[config.mk]
export PLATFORM = sky130hd
export DESIGN_NAME = multicycle_control_flat
export DESIGN_NICKNAME = d
export VERILOG_FILES = /design/src/rtl/multicycle_control_pkg.sv /design/src/rtl/multicycle_control_if.sv /design/src/rtl/multicycle_control_alu_decoder.sv /design/src/rtl/multicycle_control.sv /design/src/flat_wrapper.sv
export SDC_FILE = /design/constraint.sdc
export NUM_CORES = 1
export LEC_CHECK = 0
export CAP_MARGIN = 20
export CORE_ASPECT_RATIO = 1.1
export CORE_MARGIN = 3
export CORE_UTILIZATION = 37
export DETAILED_ROUTE_END_ITERATION = 8
export PLACE_DENSITY = 0.85
export SYNTH_ARGS = -nofsm -noshare
export SYNTH_HDL_FRONTEND = slang
export SYNTH_SLANG_ARGS = --single-unit
[constraint.sdc]
create_clock -name clk -period 4.6 [get_ports clk]
set_clock_uncertainty 0.15 [all_clocks]
set_input_delay 0.46 -clock clk [delete_from_list [all_inputs] [get_ports clk]]
set_output_delay 0.46 -clock clk [all_outputs]
set_load 0.01 [all_outputs]
[src/rtl/multicycle_control_pkg.sv]
// rtl/multicycle_control_pkg.sv - shared types and constants for the multi-cycle control unit
package mc_ctrl_pkg;

  typedef enum logic [3:0] {
    FETCH    = 4'd0,
    DECODE   = 4'd1,
    MEM_ADDR = 4'd2,
    MEM_RD   = 4'd3,
    MEM_WB   = 4'd4,
    MEM_WR   = 4'd5,
    EXEC     = 4'd6,
    ALU_WB   = 4'd7,
    BRANCH   = 4'd8,
    TRAP     = 4'd9
  } state_t;

  localparam logic [2:0] ALU_AND = 3'b000;
  localparam logic [2:0] ALU_OR  = 3'b001;
  localparam logic [2:0] ALU_ADD = 3'b010;
  localparam logic [2:0] ALU_XOR = 3'b011;
  localparam logic [2:0] ALU_SUB = 3'b110;
  localparam logic [2:0] ALU_SLT = 3'b111;

  localparam logic [6:0] OPC_LOAD   = 7'b0000011;
  localparam logic [6:0] OPC_STORE  = 7'b0100011;
  localparam logic [6:0] OPC_OP     = 7'b0110011;
  localparam logic [6:0] OPC_OP_IMM = 7'b0010011;
  localparam logic [6:0] OPC_BRANCH = 7'b1100011;

  localparam logic [1:0] SRC_A_PC     = 2'b00;
  localparam logic [1:0] SRC_A_RS1    = 2'b01;
  localparam logic [1:0] SRC_A_OLD_PC = 2'b10;

  localparam logic [1:0] SRC_B_RS2  = 2'b00;
  localparam logic [1:0] SRC_B_FOUR = 2'b01;
  localparam logic [1:0] SRC_B_IMM  = 2'b10;

endpackage

[src/rtl/multicycle_control_if.sv]
// rtl/multicycle_control_if.sv - datapath/memory control bundle between controller and datapath
interface multicycle_control_if;
  logic [31:0] instr;
  logic        mem_ready;
  logic        zero;
  logic        pc_write;
  logic        pc_src;
  logic        ir_write;
  logic        i_or_d;
  logic        mem_read;
  logic        mem_write;
  logic        reg_write;
  logic        mem_to_reg;
  logic [1:0]  alu_src_a;
  logic [1:0]  alu_src_b;
  logic [2:0]  alu_ctrl;
  logic        retire;
  logic        illegal;

  modport master (
    input  instr, mem_ready, zero,
    output pc_write, pc_src, ir_write, i_or_d, mem_read, mem_write,
           reg_write, mem_to_reg, alu_src_a, alu_src_b, alu_ctrl, retire, illegal
  );

  modport slave (
    output instr, mem_ready, zero,
    input  pc_write, pc_src, ir_write, i_or_d, mem_read, mem_write,
           reg_write, mem_to_reg, alu_src_a, alu_src_b, alu_ctrl, retire, illegal
  );
endinterface

[src/rtl/multicycle_control_alu_decoder.sv]
// rtl/multicycle_control_alu_decoder.sv - ALU operation decode and legality for OP / OP-IMM
module alu_decoder
  import mc_ctrl_pkg::*;
#(
  parameter bit EXT_OPS = 1'b0
) (
  input  logic       funct7_5,
  input  logic [2:0] funct3,
  input  logic       is_imm,
  output logic [2:0] alu_ctrl,
  output logic       legal
);

  always_comb begin
    alu_ctrl = ALU_ADD;
    legal    = 1'b0;
    if (is_imm) begin
      // funct7 bits belong to the immediate for addi
      legal = EXT_OPS && (funct3 == 3'b000);
    end else begin
      case ({funct7_5, funct3})
        4'b0_000: begin alu_ctrl = ALU_ADD; legal = 1'b1;    end
        4'b1_000: begin alu_ctrl = ALU_SUB; legal = 1'b1;    end
        4'b0_111: begin alu_ctrl = ALU_AND; legal = 1'b1;    end
        4'b0_110: begin alu_ctrl = ALU_OR;  legal = 1'b1;    end
        4'b0_100: begin alu_ctrl = ALU_XOR; legal = EXT_OPS; end
        4'b0_010: begin alu_ctrl = ALU_SLT; legal = EXT_OPS; end
        default:  begin alu_ctrl = ALU_ADD; legal = 1'b0;    end
      endcase
    end
  end

endmodule

[src/rtl/multicycle_control.sv]
// rtl/multicycle_control.sv - multi-cycle instruction sequencer with mem_ready handshake
module multicycle_control
  import mc_ctrl_pkg::*;
#(
  parameter bit MEM_WAIT = 1'b1,
  parameter bit EXT_OPS  = 1'b0
) (
  input logic                 clk,
  input logic                 rst,
  multicycle_control_if.master bus
);

  state_t     state;
  logic [6:0] opcode;
  logic [2:0] funct3;
  logic       is_imm;
  logic       ready;
  logic [2:0] dec_ctrl;
  logic       dec_legal;

  assign opcode = bus.instr[6:0];
  assign funct3 = bus.instr[14:12];
  assign is_imm = (opcode == OPC_OP_IMM);
  assign ready  = MEM_WAIT ? bus.mem_ready : 1'b1;

  alu_decoder #(.EXT_OPS(EXT_OPS)) u_alu_decoder (
    .funct7_5 (bus.instr[30]),
    .funct3   (funct3),
    .is_imm   (is_imm),
    .alu_ctrl (dec_ctrl),
    .legal    (dec_legal)
  );

  always_ff @(posedge clk or posedge rst) begin
    if (rst) begin
      state <= FETCH;
    end else begin
      case (state)
        FETCH:    if (ready) state <= DECODE;
        DECODE: begin
          case (opcode)
            OPC_LOAD, OPC_STORE: state <= (funct3 == 3'b011) ? MEM_ADDR : TRAP;
            OPC_OP, OPC_OP_IMM:  state <= dec_legal ? EXEC : TRAP;
            OPC_BRANCH:          state <= (funct3 == 3'b000) ? BRANCH : TRAP;
            default:             state <= TRAP;
          endcase
        end
        MEM_ADDR: state <= (opcode == OPC_STORE) ? MEM_WR : MEM_RD;
        MEM_RD:   if (ready) state <= MEM_WB;
        MEM_WR:   if (ready) state <= FETCH;
        EXEC:     state <= ALU_WB;
        MEM_WB, ALU_WB, BRANCH: state <= FETCH;
        TRAP:     state <= TRAP;
        default:  state <= FETCH;
      endcase
    end
  end

  // Decoded from state so that reset silences every output in the same instant
  always_comb begin
    bus.pc_write   = 1'b0;
    bus.pc_src     = 1'b0;
    bus.ir_write   = 1'b0;
    bus.i_or_d     = 1'b0;
    bus.mem_read   = 1'b0;
    bus.mem_write  = 1'b0;
    bus.reg_write  = 1'b0;
    bus.mem_to_reg = 1'b0;
    bus.alu_src_a  = SRC_A_PC;
    bus.alu_src_b  = SRC_B_RS2;
    bus.alu_ctrl   = 3'b000;
    bus.retire     = 1'b0;
    bus.illegal    = 1'b0;
    if (!rst) begin
      bus.alu_ctrl = ALU_ADD;
      case (state)
        FETCH: begin
          bus.mem_read  = 1'b1;
          bus.alu_src_b = SRC_B_FOUR;
          bus.ir_write  = ready;
          bus.pc_write  = ready;
        end
        DECODE: begin
          bus.alu_src_a = SRC_A_OLD_PC;
          bus.alu_src_b = SRC_B_IMM;
        end
        MEM_ADDR: begin
          bus.alu_src_a = SRC_A_RS1;
          bus.alu_src_b = SRC_B_IMM;
        end
        MEM_RD: begin
          bus.mem_read = 1'b1;
          bus.i_or_d   = 1'b1;
        end
        MEM_WB: begin
          bus.reg_write  = 1'b1;
          bus.mem_to_reg = 1'b1;
          bus.retire     = 1'b1;
        end
        MEM_WR: begin
          bus.mem_write = 1'b1;
          bus.i_or_d    = 1'b1;
          bus.retire    = ready;
        end
        EXEC: begin
          bus.alu_src_a = SRC_A_RS1;
          bus.alu_src_b = is_imm ? SRC_B_IMM : SRC_B_RS2;
          bus.alu_ctrl  = dec_ctrl;
        end
        ALU_WB: begin
          bus.reg_write = 1'b1;
          bus.retire    = 1'b1;
        end
        BRANCH: begin
          bus.alu_src_a = SRC_A_RS1;
          bus.alu_src_b = SRC_B_RS2;
          bus.alu_ctrl  = ALU_SUB;
          bus.pc_src    = 1'b1;
          bus.pc_write  = bus.zero;
          bus.retire    = 1'b1;
        end
        TRAP:    bus.illegal = 1'b1;
        default: ;
      endcase
    end
  end

endmodule

[src/flat_wrapper.sv]
// flat-port wrapper written by rule: the top's interface ports become plain ports
module multicycle_control_flat import mc_ctrl_pkg::*;
#(
  parameter bit MEM_WAIT = 1'b1,
  parameter bit EXT_OPS  = 1'b0
)
  (clk, rst, bus_instr, bus_mem_ready, bus_zero, bus_pc_write, bus_pc_src, bus_ir_write, bus_i_or_d, bus_mem_read, bus_mem_write, bus_reg_write, bus_mem_to_reg, bus_alu_src_a, bus_alu_src_b, bus_alu_ctrl, bus_retire, bus_illegal);
  multicycle_control_if bus_i ();
  input logic clk;
  input logic rst;
  input wire logic [$bits(bus_i.instr)-1:0] bus_instr;
  input wire logic [$bits(bus_i.mem_ready)-1:0] bus_mem_ready;
  input wire logic [$bits(bus_i.zero)-1:0] bus_zero;
  output wire logic [$bits(bus_i.pc_write)-1:0] bus_pc_write;
  output wire logic [$bits(bus_i.pc_src)-1:0] bus_pc_src;
  output wire logic [$bits(bus_i.ir_write)-1:0] bus_ir_write;
  output wire logic [$bits(bus_i.i_or_d)-1:0] bus_i_or_d;
  output wire logic [$bits(bus_i.mem_read)-1:0] bus_mem_read;
  output wire logic [$bits(bus_i.mem_write)-1:0] bus_mem_write;
  output wire logic [$bits(bus_i.reg_write)-1:0] bus_reg_write;
  output wire logic [$bits(bus_i.mem_to_reg)-1:0] bus_mem_to_reg;
  output wire logic [$bits(bus_i.alu_src_a)-1:0] bus_alu_src_a;
  output wire logic [$bits(bus_i.alu_src_b)-1:0] bus_alu_src_b;
  output wire logic [$bits(bus_i.alu_ctrl)-1:0] bus_alu_ctrl;
  output wire logic [$bits(bus_i.retire)-1:0] bus_retire;
  output wire logic [$bits(bus_i.illegal)-1:0] bus_illegal;
  assign bus_i.instr = bus_instr;
  assign bus_i.mem_ready = bus_mem_ready;
  assign bus_i.zero = bus_zero;
  assign bus_pc_write = bus_i.pc_write;
  assign bus_pc_src = bus_i.pc_src;
  assign bus_ir_write = bus_i.ir_write;
  assign bus_i_or_d = bus_i.i_or_d;
  assign bus_mem_read = bus_i.mem_read;
  assign bus_mem_write = bus_i.mem_write;
  assign bus_reg_write = bus_i.reg_write;
  assign bus_mem_to_reg = bus_i.mem_to_reg;
  assign bus_alu_src_a = bus_i.alu_src_a;
  assign bus_alu_src_b = bus_i.alu_src_b;
  assign bus_alu_ctrl = bus_i.alu_ctrl;
  assign bus_retire = bus_i.retire;
  assign bus_illegal = bus_i.illegal;
  multicycle_control #(.MEM_WAIT(MEM_WAIT), .EXT_OPS(EXT_OPS)) u_core (.clk(clk), .rst(rst), .bus(bus_i));
endmodule
* Yosys cells after proc, flatten, opt, wreduce, memory -nomap -nowiden *
Index checks and enable logic that the tools add are counted.

cells by class
  muxes and demuxes = 40
  equality and inequality tests = 23
  reductions and logical operators = 13

operator list
  kind                number
  $eq 4x3->1 const B  7
  $pmux 4 s7          1
  $mux 1              21
  $mux 4              5
  $pmux 3 s5          1
  $eq 7x6->1 const B  2
  $eq 4x2->1 const B  3
  $eq 4x4->1 const B  3
  $pmux 4 s3          1
  $reduce_or 2->1     6
  $mux 3              3
  $logic_not 4->1     2
  $eq 7x2->1 const B  1
  $eq 7x5->1 const B  1
  $eq 7x7->1 const B  1
  $mux 2              3
  $ne 2x2->1 const B  3
  $pmux 2 s3          1
  $pmux 3 s2          1
  $reduce_or 3->1     2
  $eq 4x1->1 const B  1
  $pmux 1 s2          2
  $pmux 2 s2          1
  $reduce_or 4->1     1
  3 further kinds     3

word-level totals
  bits of input ports = 36
  word-level logic and storage cells = 77
  register bits = 4

* Depth between registers and ports, before layout *
  depth in word-level cells = 7
  gate-level depth with buffers = 6
  gate-level depth less buffers = 4

* Hierarchy *
From an unflattened synthesis, not the netlist that was laid out.

second synthesis, totals
  cell total of the unflattened synthesis = 83
  area total of the unflattened synthesis = 624.3 sq um

modules (own cells, without submodules)
  module              times used  area each (sq um)  cells each
  multicycle_control  1           573.0              77
  alu_decoder         1           51.3               6

* Worst setup path before layout *
No wires, ideal clock.

  path kind = input port to output port
  start point = input bus_instr[2]
  end point = output bus_alu_ctrl[0]
  arrival = 1.562 ns
  cell stages on the path = 5
  setup slack = 2.428 ns
  required time = 3.990 ns
  cell sequence = nand4bb_1 buf_2 o31ai_1 or3_1 nor4_1

on the way
  word-level cells in the longest chain between the ends = 4

ends and longest elaborated chain
  what         line                                  RTL
  from (decl)  flat_wrapper.sv:11                    input wire logic [$bits(bus_i.instr)-1:0] bus_instr;
  $eq 7x5->1   multicycle_control.sv:23              assign is_imm = (opcode == OPC_OP_IMM);
  $mux 3       multicycle_control_alu_decoder.sv:17  if (is_imm) begin
  $pmux 3 s2   multicycle_control.sv:76              case (state)
  $mux 3       multicycle_control.sv:74              if (!rst) begin
  to (decl)    flat_wrapper.sv:24                    output wire logic [$bits(bus_i.alu_ctrl)-1:0] bus_alu_ctrl;

Every way passes these cells.

* Worst setup path after layout *
  start point = input bus_instr[2]
  end point = output bus_alu_src_b[1]

on the way
  word-level cells in the longest chain between the ends = 4

ends and longest elaborated chain
  what        line                       RTL
  $eq 7x5->1  multicycle_control.sv:23
  $mux 2      multicycle_control.sv:107  bus.alu_src_b = is_imm ? SRC_B_IMM : SRC_B_RS2;
  $pmux 2 s3  multicycle_control.sv:76
  $mux 2      multicycle_control.sv:74
  to (decl)   flat_wrapper.sv:23         output wire logic [$bits(bus_i.alu_src_b)-1:0] bus_alu_src_b;

Every way passes these cells.

==> impl_results.md <==
* Run status: completed
* Critical path capture point type: primary output
* Bufs on Longest Clock Path at 2
* Max-Cap Viols at 0
* Yosys warnings at 0
* Vias in the first global route at 779
* Vias per std cell at 5.69
* Drt pass-1 iters at 4
* Hold WC Path Type: in -> async
* Flop and latch count out of synthesis at 4
* Port Buffers at 31
* Post-route setup TNS at 0 ns
* Sw Share at 0.443
* GPL Wtd Cong at 0.915
* R2r setup slk at 2.57 ns
* Sequential share of power at 0.265
* Diode count at 0
* Initial antenna violation count at 0
* Syn nets at 135
* Fmax achieved at 310 MHz
* Worst Path Required at 3.99 ns
* Pwr dens at 256 mW/mm^2
* DRC errors left at 0
* Setup Buffers After CTS at 0
* Routed wire length at 1930 um
* Share of layout cells above drive strength 1 at 0.0806
* Num CTS Buffers at 3
* Biggest register: u_core.state
* Crit path DAT at 2.61 ns
* Synth cell types at 45
* Worst-margin pin slew at 0.591 ns
* Die area at 0.00256 sq mm
* Final Hold Slack at 0.544 ns
* Row Count at 16
* Post-route ant nets at 0
* Async set or reset register ratio after synthesis at 1.00
* H-Tree Depth at 1
* Top flop regs: u_core.state (4)
* CP startpoint kind: input pin
* Dpl hpwl at 1500 um
* CTS Hold Buffers Added at 0
* Clock root buffer: clkbuf_4
* Synth Flop Type: dfrtp_1
* Post-Syn Area at 736 sq um
* Core area at 0.00182 sq mm
* Seq/Total Area, Yosys at 0.136
* Post-Syn Instances at 99
* Psw at 119 uW
* Final min period at 3.22 ns
* Final Hold Vio Count at 0
* Die Span Y at 52.8 um
* Rel. slew slack at 0.606
* Clk slew on worst S/H paths at 0.04 ns
* Synth area leaders: dfrtp_1 14%, a21oi_1 6.1%, a211oi_1 5.1%
* Clock Power Share at 0.179
* Crit path largest cell delay at 0.57 ns
* Skew-Pair Late Insertion Delay at 0.25 ns
* # resized after CTS at 0
* Pint at 150 uW
* Leak at 0.357 nW
* Vias at 859
* Slowest CP cell: clkdlybuf4s50_1
* I/O Pins at 53
* Cells on worst reg2reg path at 4
* Crit Reg-Reg Startpoint: u_core.state[0]$_DFFE_PP0P_
* Die W at 48.5 um
* GRT Total Usage at 0.161
* Most common cell on crit path: clkdlybuf4s50_1
* FILL cells at 169
* Max reg flops at 4
* Max VDD drop at 0.127 mV
* GRT overflow at 0
* Number of synthesized flops with an enable pin at 0
* Combinational power share at 0.555
* CP cell instances: clkdlybuf4s50_1 > nand4bb_1 > o31ai_1 > nand3b_1 > a211oi_1 > clkdlybuf4s50_1
* DR WL/cell at 12.8 um
* P&R area growth vs syn at 42.9%
* Mean Syn Cell Area at 7.43 sq um
* # clock sinks at 4
* Period utilisation layout at 0.701
* Initial Util at 0.404
* Largest net degree at the start of global routing at 21
* Max-slew violation count at 0
* Detailed router's first-iteration violation count at 17
* CTS tree: built
* Global-route wire length before repair at 3200 um
* Reg-to-reg endpoint: u_core.state[2]$_DFFE_PP0P_
* Type of the worst setup path: in -> out
* Leading area contributor after synthesis: dfrtp_1
* Unrepaired setup endpoints after global routing: false
* Final setup violation count at 0
* Share of the synthesized area in the top cell type at 0.136
* Critical path peak fanout at 7
* Layout net count at 162
cell families after synthesis:
logic type      count (synthesis)  share of synthesized area
buf+inv                        14                     0.0952
flops                           4                      0.136
mux                             1                     0.0136
xor+xnor                        3                     0.0357
simple gates                   45                      0.372
compound gates                 32                      0.347
through the flow:
step	utilization	cells	setup slack (ns)	total power, mW	area (sq um)
after detailed placement	0.565	148	1.40	0.221	1030
final	0.577	151	1.38	0.270	1050
after global routing	0.577	151	1.17	0.294	1050
after CTS	0.577	151	1.39	0.272	1050
after global placement	0.565	148	1.41	0.219	1030
after floorplan	-	99	2.43	0.161	736
routing by layer:
metal  vias up  global-route usage  routed length, um  share of wire
li1        430                   -                  -              -
met1       399               0.156                827           0.43
met2        27               0.323                968           0.50
met3         3              0.0142                102          0.053
met4         0               0.114                 35          0.018
met5         -                   0                  0              0
worst max-delay path by stage:
stage                       startpoint          endpoint  slack, ns  cells after the start
after global placement    bus_instr[2]  bus_alu_src_b[1]       1.41                      6
after detailed placement  bus_instr[2]  bus_alu_src_b[1]       1.40                      6
after floorplan           bus_instr[2]   bus_alu_ctrl[0]       2.43                      5
after global routing      bus_instr[3]  bus_alu_src_b[1]       1.17                      6
after CTS                 bus_instr[2]  bus_alu_src_b[1]       1.39                      6
final                     bus_instr[2]  bus_alu_src_b[1]       1.38                      6
synthesized netlist by cell type, types with 2 or more instances:
cell,count
nand2b_1,5
a211oi_1,5
inv_1,5
nor2_1,7
or2_2,2
clkbuf_1,5
buf_6,2
a21oi_1,9
nor4_1,4
a21o_1,2
nand4b_1,2
nand2_1,7
nor3_1,5
nand3b_1,3
buf_2,2
xnor2_1,2
dfrtp_1,4
cell usage in the layout (no fill, tap or decap), types with 2 or more instances in the layout:
| cell type | synthesis | layout |
|---|---|---|
| a211oi_1 | 5 | 5 |
| a21o_1 | 2 | 2 |
| a21oi_1 | 9 | 9 |
| clkbuf_4 | 0 | 3 |
| clkdlybuf4s50_1 | 0 | 31 |
| dfrtp_1 | 4 | 4 |
| inv_1 | 5 | 5 |
| nand2_1 | 7 | 7 |
| nand2b_1 | 5 | 5 |
| nand3b_1 | 3 | 3 |
| nand4b_1 | 2 | 2 |
| nor2_1 | 7 | 7 |
| nor3_1 | 5 | 5 |
| nor4_1 | 4 | 4 |
| or2_2 | 2 | 2 |
| xnor2_1 | 2 | 2 |
power by group through the flow:
stage / clock network [mW] / registers, mW / logic, mW
after floorplan: 0 / 0.0462 / 0.114
after global placement: 0 / 0.0706 / 0.148
after detailed placement: 0 / 0.0708 / 0.150
after CTS: 0.0504 / 0.0702 / 0.151
after global routing: 0.0528 / 0.0753 / 0.165
final: 0.0483 / 0.0715 / 0.150
final cells by class:
cell class,instances,area [sq um],share of cell area
clock buffers,3,22.5,0.0214
multi-input cells,81,566,0.538
well taps,27,33.8,0.0321
flip-flops and latches,4,100,0.0952
repair buffers,31,310,0.295
inverters,5,18.8,0.0179
worst max-delay path: cells and delay by family:
family,cells,cell delay (ns)
buffers and inverters,2,0.96
AOI/OAI and AO/OA,2,0.68
and+or+nand+nor,2,0.50
(Power assumes the default switching activity.)
